==> config.mk <==
export PLATFORM = sky130hd
export DESIGN_NAME = sram_bist_master_flat
export DESIGN_NICKNAME = d
export VERILOG_FILES = /design/src/rtl/sram_bist_pkg.sv /design/src/rtl/avalon_mm_if.sv /design/src/rtl/sram_bist_checker.sv /design/src/rtl/sram_bist_master.sv /design/src/flat_wrapper.sv
export SDC_FILE = /design/constraint.sdc
export NUM_CORES = 1
export LEC_CHECK = 0
export ABC_CLOCK_PERIOD_IN_PS = 6200
export BUFFER_PORTS_ARGS = -buffer_cell sky130_fd_sc_hd__buf_4
export CORE_MARGIN = 10
export CORE_UTILIZATION = 35
export CTS_BUF_LIST = sky130_fd_sc_hd__clkbuf_16
export DETAILED_ROUTE_END_ITERATION = 7
export PLACE_DENSITY = 0.62
export REMOVE_ABC_BUFFERS = 1
export SLEW_MARGIN = 0
export SYNTH_ARGS = -nofsm -noshare
export SYNTH_HDL_FRONTEND = slang
export SYNTH_SLANG_ARGS = --single-unit
==> constraint.sdc <==
create_clock -name clk_i -period 6.2 [get_ports clk_i]
set_clock_uncertainty 0.05 [all_clocks]
set_input_delay 0.31 -clock clk_i [delete_from_list [all_inputs] [get_ports clk_i]]
set_output_delay 0.31 -clock clk_i [all_outputs]
set_load 0.02 [all_outputs]
==> src/rtl/sram_bist_pkg.sv <==
// Shared types, pass tables and the march pattern for the SRAM self-test master.
// Types and the pattern function here are common to the default build and the SRAM_BIST_TIMEOUT_EN build.
package sram_bist_pkg;

  typedef enum logic [2:0] {
    IDLE    = 3'd0,
    WR_REQ  = 3'd1,
    RD_REQ  = 3'd2,
    RD_WAIT = 3'd3,
    NEXT    = 3'd4,
    DONE    = 3'd5
  } bist_state_t;

  typedef logic [1:0] pass_idx_t;

  localparam int        PASS_CNT  = 4;
  localparam pass_idx_t LAST_PASS = 2'(PASS_CNT - 1);

  // Bit p describes pass p: passes 1 and 3 verify, passes 2 and 3 use the inverted pattern.
  localparam logic [PASS_CNT-1:0] PASS_IS_READ = 4'b1010;
  localparam logic [PASS_CNT-1:0] PASS_INVERT  = 4'b1100;

  localparam int PAT_W = 64;

  // Callers zero-extend address and seed to PAT_W and truncate the result to DATA_W,
  // which gives seed XOR A(a) with A(a) zero-extended or truncated as the widths require.
  function automatic logic [PAT_W-1:0] bist_pattern(input logic [PAT_W-1:0] addr,
                                                    input logic [PAT_W-1:0] seed,
                                                    input logic             inv);
    logic [PAT_W-1:0] p;
    p = seed ^ addr;
    return inv ? ~p : p;
  endfunction

endpackage

==> src/rtl/avalon_mm_if.sv <==
// Avalon-MM bus bundle shared by the BIST master (initiator) and the SRAM controller (target).
// Identical in the default build and the SRAM_BIST_TIMEOUT_EN build.
interface avalon_mm_if #(
  parameter int ADDR_W = 18,
  parameter int DATA_W = 16
);
  logic [ADDR_W-1:0] address;
  logic              read;
  logic              write;
  logic [DATA_W-1:0] writedata;
  logic              waitrequest;
  logic              readdatavalid;
  logic [DATA_W-1:0] readdata;

  modport initiator (
    output address, read, write, writedata,
    input  waitrequest, readdatavalid, readdata
  );

  modport target (
    input  address, read, write, writedata,
    output waitrequest, readdatavalid, readdata
  );
endinterface

==> src/rtl/sram_bist_checker.sv <==
// Read-data compare for the BIST: saturating mismatch counter and first-failing-address capture.
// Identical in the default build and the SRAM_BIST_TIMEOUT_EN build.
module sram_bist_checker
  import sram_bist_pkg::*;
#(
  parameter int ADDR_W    = 18,
  parameter int DATA_W    = 16,
  parameter int ERR_CNT_W = 16
) (
  input  logic                 clk,
  input  logic                 rst_n,
  input  logic                 clear,
  input  logic                 check_en,
  input  logic [DATA_W-1:0]    rdata,
  input  logic [DATA_W-1:0]    expected,
  input  logic [ADDR_W-1:0]    addr,
  output logic [ERR_CNT_W-1:0] err_cnt,
  output logic [ADDR_W-1:0]    first_err_addr
);

  logic mismatch_s;

  assign mismatch_s = check_en && (rdata != expected);

  // Error statistics: cleared by an accepted start, updated on each mismatching read.
  always_ff @(posedge clk or negedge rst_n) begin
    if (!rst_n) begin
      err_cnt        <= {ERR_CNT_W{1'b0}};
      first_err_addr <= {ADDR_W{1'b0}};
    end else if (clear) begin
      err_cnt        <= {ERR_CNT_W{1'b0}};
      first_err_addr <= {ADDR_W{1'b0}};
    end else if (mismatch_s) begin
      if (err_cnt != {ERR_CNT_W{1'b1}}) begin
        err_cnt <= err_cnt + {{(ERR_CNT_W-1){1'b0}}, 1'b1};
      end
      if (err_cnt == {ERR_CNT_W{1'b0}}) begin
        first_err_addr <= addr;
      end
    end
  end

endmodule

==> src/rtl/sram_bist_master.sv <==
// Avalon-MM BIST initiator: write P, verify P, write ~P, verify ~P over addresses 0..last_addr.
// Optional read watchdog enabled by defining SRAM_BIST_TIMEOUT_EN; otherwise timeout_o is tied 0.
module sram_bist_master
  import sram_bist_pkg::*;
#(
  parameter int ADDR_W        = 18,
  parameter int DATA_W        = 16,
  parameter int ERR_CNT_W     = 16
`ifdef SRAM_BIST_TIMEOUT_EN
  ,
  parameter int TIMEOUT_TICKS = 64
`endif
) (
  input  logic                 clk_i,
  input  logic                 rst_n_i,
  avalon_mm_if.initiator       mem_if,
  input  logic                 start_i,
  input  logic [ADDR_W-1:0]    last_addr_i,
  input  logic [DATA_W-1:0]    seed_i,
  output logic                 busy_o,
  output logic                 done_o,
  output logic                 pass_o,
  output logic [ERR_CNT_W-1:0] err_cnt_o,
  output logic [ADDR_W-1:0]    first_err_addr_o,
  output logic                 timeout_o
);

  bist_state_t       state_r;
  pass_idx_t         pass_r;
  logic [ADDR_W-1:0] addr_r;
  logic [ADDR_W-1:0] last_addr_r;
  logic [DATA_W-1:0] seed_r;

  logic [ADDR_W-1:0] nxt_addr_s;
  pass_idx_t         nxt_pass_s;
  logic              nxt_is_rd_s;
  logic [DATA_W-1:0] nxt_data_s;
  logic [DATA_W-1:0] exp_data_s;
  logic              clear_s;
  logic              check_en_s;
  logic              last_txn_s;

`ifdef SRAM_BIST_TIMEOUT_EN
  localparam int WD_W = $clog2(TIMEOUT_TICKS + 1);
  logic [WD_W-1:0] wdog_r;
  logic            timeout_r;
  assign timeout_o = timeout_r;
`else
  assign timeout_o = 1'b0;
`endif

  assign clear_s     = (state_r == IDLE) && start_i;
  assign check_en_s  = (state_r == RD_WAIT) && mem_if.readdatavalid;
  assign last_txn_s  = (addr_r == last_addr_r) && (pass_r == LAST_PASS);
  assign nxt_is_rd_s = PASS_IS_READ[nxt_pass_s];
  assign nxt_data_s  = DATA_W'(bist_pattern(PAT_W'(nxt_addr_s), PAT_W'(seed_r), PASS_INVERT[nxt_pass_s]));
  assign exp_data_s  = DATA_W'(bist_pattern(PAT_W'(addr_r), PAT_W'(seed_r), PASS_INVERT[pass_r]));

  // Address/pass that follow the current transaction; compare precedes increment so all-ones cannot overflow.
  always_comb begin
    nxt_addr_s = {ADDR_W{1'b0}};
    nxt_pass_s = pass_r;
    if (addr_r == last_addr_r) begin
      nxt_addr_s = {ADDR_W{1'b0}};
      nxt_pass_s = pass_r + 2'd1;
    end else begin
      nxt_addr_s = addr_r + {{(ADDR_W-1){1'b0}}, 1'b1};
      nxt_pass_s = pass_r;
    end
  end

  // Test sequencer with registered bus command and status outputs.
  always_ff @(posedge clk_i or negedge rst_n_i) begin
    if (!rst_n_i) begin
      state_r          <= IDLE;
      pass_r           <= 2'd0;
      addr_r           <= {ADDR_W{1'b0}};
      last_addr_r      <= {ADDR_W{1'b0}};
      seed_r           <= {DATA_W{1'b0}};
      mem_if.address   <= {ADDR_W{1'b0}};
      mem_if.writedata <= {DATA_W{1'b0}};
      mem_if.read      <= 1'b0;
      mem_if.write     <= 1'b0;
      busy_o           <= 1'b0;
      done_o           <= 1'b0;
      pass_o           <= 1'b0;
`ifdef SRAM_BIST_TIMEOUT_EN
      wdog_r           <= {WD_W{1'b0}};
      timeout_r        <= 1'b0;
`endif
    end else begin
      case (state_r)
        IDLE: begin
          if (start_i) begin
            last_addr_r      <= last_addr_i;
            seed_r           <= seed_i;
            addr_r           <= {ADDR_W{1'b0}};
            pass_r           <= 2'd0;
            mem_if.address   <= {ADDR_W{1'b0}};
            mem_if.writedata <= seed_i;
            mem_if.write     <= 1'b1;
            busy_o           <= 1'b1;
            done_o           <= 1'b0;
            pass_o           <= 1'b0;
`ifdef SRAM_BIST_TIMEOUT_EN
            timeout_r        <= 1'b0;
`endif
            state_r          <= WR_REQ;
          end
        end
        WR_REQ: begin
          if (!mem_if.waitrequest) begin
            mem_if.write <= 1'b0;
            state_r      <= NEXT;
          end
        end
        RD_REQ: begin
          if (!mem_if.waitrequest) begin
            mem_if.read <= 1'b0;
`ifdef SRAM_BIST_TIMEOUT_EN
            wdog_r      <= {WD_W{1'b0}};
`endif
            state_r     <= RD_WAIT;
          end
        end
        RD_WAIT: begin
          if (mem_if.readdatavalid) begin
            state_r <= NEXT;
          end
`ifdef SRAM_BIST_TIMEOUT_EN
          else if (wdog_r == WD_W'(TIMEOUT_TICKS - 1)) begin
            timeout_r <= 1'b1;
            busy_o    <= 1'b0;
            done_o    <= 1'b1;
            pass_o    <= 1'b0;
            state_r   <= DONE;
          end else begin
            wdog_r <= wdog_r + WD_W'(1);
          end
`endif
        end
        NEXT: begin
          if (last_txn_s) begin
            busy_o  <= 1'b0;
            done_o  <= 1'b1;
            pass_o  <= (err_cnt_o == {ERR_CNT_W{1'b0}}) && !timeout_o;
            state_r <= DONE;
          end else begin
            addr_r           <= nxt_addr_s;
            pass_r           <= nxt_pass_s;
            mem_if.address   <= nxt_addr_s;
            mem_if.writedata <= nxt_data_s;
            mem_if.read      <= nxt_is_rd_s;
            mem_if.write     <= !nxt_is_rd_s;
            state_r          <= nxt_is_rd_s ? RD_REQ : WR_REQ;
          end
        end
        DONE: begin
          state_r <= IDLE;
        end
        default: begin
          state_r <= IDLE;
        end
      endcase
    end
  end

  sram_bist_checker #(
    .ADDR_W    (ADDR_W),
    .DATA_W    (DATA_W),
    .ERR_CNT_W (ERR_CNT_W)
  ) u_checker (
    .clk            (clk_i),
    .rst_n          (rst_n_i),
    .clear          (clear_s),
    .check_en       (check_en_s),
    .rdata          (mem_if.readdata),
    .expected       (exp_data_s),
    .addr           (addr_r),
    .err_cnt        (err_cnt_o),
    .first_err_addr (first_err_addr_o)
  );

endmodule

==> src/flat_wrapper.sv <==
// flat-port wrapper written by rule: the top's interface ports become plain ports
module sram_bist_master_flat import sram_bist_pkg::*;
#(
  parameter int ADDR_W        = 18,
  parameter int DATA_W        = 16,
  parameter int ERR_CNT_W     = 16

)
  (clk_i, rst_n_i, start_i, last_addr_i, seed_i, busy_o, done_o, pass_o, err_cnt_o, first_err_addr_o, timeout_o, mem_if_address, mem_if_read, mem_if_write, mem_if_writedata, mem_if_waitrequest, mem_if_readdatavalid, mem_if_readdata);
  avalon_mm_if #(.ADDR_W(ADDR_W), .DATA_W(DATA_W)) mem_if_i ();
  input  logic clk_i;
  input  logic rst_n_i;
  input  logic start_i;
  input  logic [ADDR_W-1:0] last_addr_i;
  input  logic [DATA_W-1:0] seed_i;
  output logic busy_o;
  output logic done_o;
  output logic pass_o;
  output logic [ERR_CNT_W-1:0] err_cnt_o;
  output logic [ADDR_W-1:0] first_err_addr_o;
  output logic timeout_o;
  output wire logic [$bits(mem_if_i.address)-1:0] mem_if_address;
  output wire logic [$bits(mem_if_i.read)-1:0] mem_if_read;
  output wire logic [$bits(mem_if_i.write)-1:0] mem_if_write;
  output wire logic [$bits(mem_if_i.writedata)-1:0] mem_if_writedata;
  input wire logic [$bits(mem_if_i.waitrequest)-1:0] mem_if_waitrequest;
  input wire logic [$bits(mem_if_i.readdatavalid)-1:0] mem_if_readdatavalid;
  input wire logic [$bits(mem_if_i.readdata)-1:0] mem_if_readdata;
  assign mem_if_address = mem_if_i.address;
  assign mem_if_read = mem_if_i.read;
  assign mem_if_write = mem_if_i.write;
  assign mem_if_writedata = mem_if_i.writedata;
  assign mem_if_i.waitrequest = mem_if_waitrequest;
  assign mem_if_i.readdatavalid = mem_if_readdatavalid;
  assign mem_if_i.readdata = mem_if_readdata;
  sram_bist_master #(.ADDR_W(ADDR_W), .DATA_W(DATA_W), .ERR_CNT_W(ERR_CNT_W)) u_core (.clk_i(clk_i), .rst_n_i(rst_n_i), .mem_if(mem_if_i), .start_i(start_i), .last_addr_i(last_addr_i), .seed_i(seed_i), .busy_o(busy_o), .done_o(done_o), .pass_o(pass_o), .err_cnt_o(err_cnt_o), .first_err_addr_o(first_err_addr_o), .timeout_o(timeout_o));
endmodule
; After elaboration in Yosys (flattened, before gate mapping)
; Index checks and enable logic that the tools add are counted.
; W data, S select, Z words.
[word_totals]
reg_bits = 112
input_bits = 55
output_inout_bits = 74
wordCells = 102
[classes]
n_addsub = 3
n_lt_le_gt_ge = 2
n_eq_ne = 14
n_mux = 45
n_bitwise = 4
reduce_logical = 21
[op_table]
columns = cell, count
row1 = $mux W16, 7
row2 = $mux W18, 6
row3 = $pmux W18 S2, 1
row4 = $not A16 Y16, 2
row5 = $pmux W16 S2, 1
row6 = $xor A16 B16 Y16, 2
row7 = $add A18 B1 Y18 const B, 1
row8 = $eq A18 B18 Y1, 1
row9 = $add A16 B1 Y16 const B, 1
row10 = $logic_not A16 Y1, 1
row11 = $ne A16 B16 Y1, 1
row12 = $ne A16 B16 Y1 const B, 1
row13 = $mux W3, 5
row14 = $pmux W3 S5, 1
row15 = $mux W1, 11
row16 = $ne A2 B2 Y1 const B, 5
row17 = $reduce_bool A2 Y1, 5
row18 = $reduce_and A3 Y1, 3
row19 = $mux W2, 4
row20 = $pmux W1 S2, 4
row21 = $reduce_and A4 Y1, 2
row22 = $bmux W1 S2, 3
row23 = $eq A3 B2 Y1 const B, 2
row24 = $lt A2 B3 Y1 const B, 2
row25 = 12 further kinds, 17

; Depth between registers and ports, before layout
[logic_depth]
ltp_word = 7
ltp_mapped = 10
mapped_depth_nobuf = 8

; Modules after synthesis
; Synthesis repeated with hierarchy kept, for this count alone.
[hier_totals]
cells_unflattened = 719
hier_area_um2 = 6865.3
[modules_own_cells]
columns = mod, n_inst, cells_each, area_per_inst_um2
row1 = sram_bist_master, 1, 504, 4839.6
row2 = sram_bist_checker, 1, 215, 2025.7

; Worst setup path before layout
; No wires, ideal clock.
[synth_timing]
kind = register -> register
startpoint = register, netlist name u_core.mem_if.address[1]
endpoint = register u_core.mem_if.writedata[12]
setup_ps = 129
t_arrival_ps = 2205
t_required_ps = 6021
setup_slack_ps = 3816
stages_incl_launch_ff = 9
n_path_buf = 0
synth_period_minus_slack_ps = 2384
path_cell_list = dfrtp_1 ha_1 nand3_2 or4_1 xor2_1 nand3b_1 o21ai_1 a221oi_1 a21oi_1
[synth_rtl]
columns = element, line_no
row1 = "end signal, assigned", sram_bist_master.sv:81  ; mem_if.writedata <= {DATA_W{1'b0}};
row2 = "end signal, assigned", sram_bist_master.sv:100  ; mem_if.writedata <= seed_i;
row3 = "end signal, assigned", sram_bist_master.sv:152  ; mem_if.writedata <= nxt_data_s;
row4 = "end, declared", avalon_mm_if.sv:16  ; output address, read, write, writedata,

==> reports/qor.txt <==
Status -> finished, final reports clean
Async set-or-reset flop fraction in the synthesized netlist -> 1.00
Adder-cell share of the synthesized area -> 0.00759
Initial Util -> 0.354
Leading cell types in the layout, fill and taps excluded -> 184 x nand2_1, 135 x buf_4, 112 x dfrtp_1
WP data required -> 6.42 ns
Nets@finish -> 907
Clk pin slew, worst setup/hold paths -> 0.08 ns
Post CTS Setup Buffer Count -> 0
Multiplexer area fraction after synthesis -> 0.0228
H-Tree Depth -> 3
Routed length per placed instance -> 17.9 um
Share of post-route cells with drive strength above 1 -> 0.197
Synthesized cell area -> 6600 sq um
ANT nets after route -> 0
Worst-skew pair later-pin latency -> 0.36 ns
Tcrit/Tclk final -> 0.525
Number of flops mapped to enable cells by yosys -> 0
Vias in the first global route -> 5300
Worst-path cell chain -> xor2_1 -> nor4_1 -> and3_1 -> a31oi_1 -> nor2_2 -> o21ai_0 -> o31ai_1
Post-synthesis sequential area ratio -> 0.425
Crit-path slowest cell -> nor2_2
TritonCTS clock tree -> done
Ys Warns -> 0
Row cnt -> 50
Ys flop type -> dfrtp_1
Final Hold Vio Count -> 0
Synthesized flop and latch total -> 112
Post-synthesis simple-gate area fraction -> 0.228
Critical path type -> reg2reg
# resized after CTS -> 0
Mapped Avg Cell Area -> 8.69 sq um
Cells after synthesis -> 759
DR vias -> 5486
Max Slew Vio Count -> 0
Antenna violations before repair -> 0
DP HPWL -> 13800 um
Hold WS -> 0.0876 ns
DR WL met3 -> 1240 um
Met2 Wirelength -> 8970 um
# placed instances -> 1070
Leakage -> 3.71 nW
First-pass GRT wire length -> 30500 um
DIE HEIGHT -> 157 um
Area of the core -> 18600 sq um
Commonest non-fill, non-tap cell in the layout -> nand2_1
Pin count of the biggest net entering global routing -> 76
Routed length on met1 -> 8920 um
Setup TNS -> 0 ns
Arrival @ worst endpoint -> 3.48 ns
Design area -> 7900 sq um
Critical Path Fanout Max -> 25
Layout Cells excl Fill -> 1086
HP Class -> in2reg
Number of DRC markers in iteration 0 -> 451
Drt pass-1 iters -> 6
PD cells -> 391 nW/um^2
Die width -> 157 um
Least-Margin Pin Slew -> 1.04 ns
DRC -> 0
Post-synthesis compound-gate area fraction -> 0.130
Synth Area in XOR/XNOR -> 0.132
Maxcap violations -> 0
Crit. End Element -> register
Placed inst area -> 7590 sq um
GRT overflow -> 0
Port bufs -> 127
Post-Route WL -> 19400 um
Filler cell count -> 1891
CTS root buf -> clkbuf_16
GRT Total Usage -> 0.157
Startpoint types -> register
Yosys cell types -> 61
CTS sink cnt -> 112
Largest family of logic cells by synthesized area -> simple AND/OR/NAND/NOR gates
Worst VDD drop -> 0.000150 V
RSZ-0062 raised after global routing -> false
Pwr Total -> 0.00309 W
Top layer in use -> met4
IO Count -> 129
Max stage delay on crit path -> 0.85 ns
Fmax -> 307 MHz
Period minus WS final -> 3.26 ns
Die Area -> 24700 sq um
Clock buffer depth -> 2
Via/cell ratio -> 5.05
Worst slew margin -> 0.307
Synth-to-layout area growth -> 19.8%
Final setup fails -> 0
Antenna Diode Count -> 0
RePlAce Congestion -> 0.844
Num CTS Buffers -> 9
-- worst max-delay path: cells and delay by family, from the launching register on --
family	cells	cell delay, ns
DFF	1	0.54
AOI/OAI and AO/OA	3	0.64
xor gates and xnor gates	1	0.21
and+or+nand+nor	3	1.71
-- flip-flops by register name, indices dropped and copies added, names as in the netlist --
register                         cells
u_core.done_o                        1
u_core.u_checker.err_cnt            16
u_core.u_checker.first_err_addr     18
u_core.last_addr_r                  18
u_core.mem_if.writedata             16
u_core.busy_o                        1
u_core.pass_r                        2
u_core.mem_if.read                   1
u_core.mem_if.write                  1
u_core.state_r                       3
u_core.seed_r                       16
u_core.mem_if.address               18
u_core.pass_o                        1
-- cells by family (layout without fill, tap and decap cells) --
logic type / Yosys count / count (layout)
simple gates: 329 / 329
compound gates: 135 / 135
flops: 112 / 112
xor+xnor: 94 / 94
buf+inv: 69 / 162
mux: 15 / 15
fa+ha+maj: 4 / 4
other cells: 1 / 1
-- cell type report --
cell class	count	area, sq um	share of cell area
inverter	11	41.3	0.00523
tap	234	293	0.0371
timing repair buffer	136	1020	0.130
multi-input combinational	578	3440	0.435
sequential	112	2800	0.355
clock buffer	9	225	0.0285
clock inverter	6	77.6	0.00982
-- path summary, 6_finish.rpt --
path / start / end / slack (ns) / depth (start not counted)
setup / recovery: u_core.mem_if.address[4] / u_core.mem_if.address[5] / 2.94 / 7
max in group asynchronous: rst_n_i / u_core.last_addr_r[8] / 4.29 / 3
min in group asynchronous: rst_n_i / u_core.state_r[2] / 0.45 / 2
hold / removal: last_addr_i[1] / u_core.last_addr_r[1] / 0.09 / 3
setup reg to reg: u_core.mem_if.address[4] / u_core.mem_if.address[5] / 2.94 / 7
hold reg to reg: u_core.busy_o / u_core.busy_o / 0.44 / 1
-- synthesized netlist by cell type (all sizes together) (2+ instances only) --
cell type,n,area (sq um)
nand2b,6,37.5
o21ai,62,310
xor2,34,298
inv,11,41.3
a221oi,2,17.5
xor3,3,71.3
nor2,47,179
nand3b,9,67.6
o31ai,6,50.1
a21boi,2,15.0
a31oi,15,93.8
or2,6,37.5
a31o,3,26.3
o22a,3,26.3
buf,35,234
nand4,11,68.8
dfrtp,112,2800
xnor2,57,499
o21a,2,15.0
o22ai,4,25.0
a22o,4,35.0
and2,9,56.3
clkbuf,23,86.3
and3,4,25.0
nor3,19,116
or3,2,12.5
mux2i,15,150
a41o,3,30.0
nor4,10,83.8
a21oi,20,111
nand3,18,95.1
ha,4,50.1
nand2,184,691
nor4b,2,17.5
-- what timing repair did --
item                       in CTS  in global routing
setup endpoints to repair       0                  0
hold endpoints to repair       42                  0
hold buffers                    1                  0
-- stage by stage --
step / setup WS [ns] / util
after detailed placement: 2.97 / 0.407
final: 2.94 / 0.424
after global routing: 2.50 / 0.424
after global placement: 2.98 / 0.407
after floorplan: 0.647 / -
after CTS: 2.93 / 0.424
-- where the power goes --
part	leakage [nW]	switching, W	total [W]	internal [W]
clock	0.158	0.000276	0.000625	0.000349
combinational	2.09	0.000744	0.00130	0.000557
sequential	1.45	0.000234	0.00116	0.000926
total	3.71	0.00125	0.00309	0.00183
-- routing by layer --
metal	global-route usage	vias up
met3	0.0415	15
met4	0.0427	0
met5	0	-
met1	0.213	2602
li1	-	2722
met2	0.242	147
No activity file was read; power rests on OpenSTA's default activity.
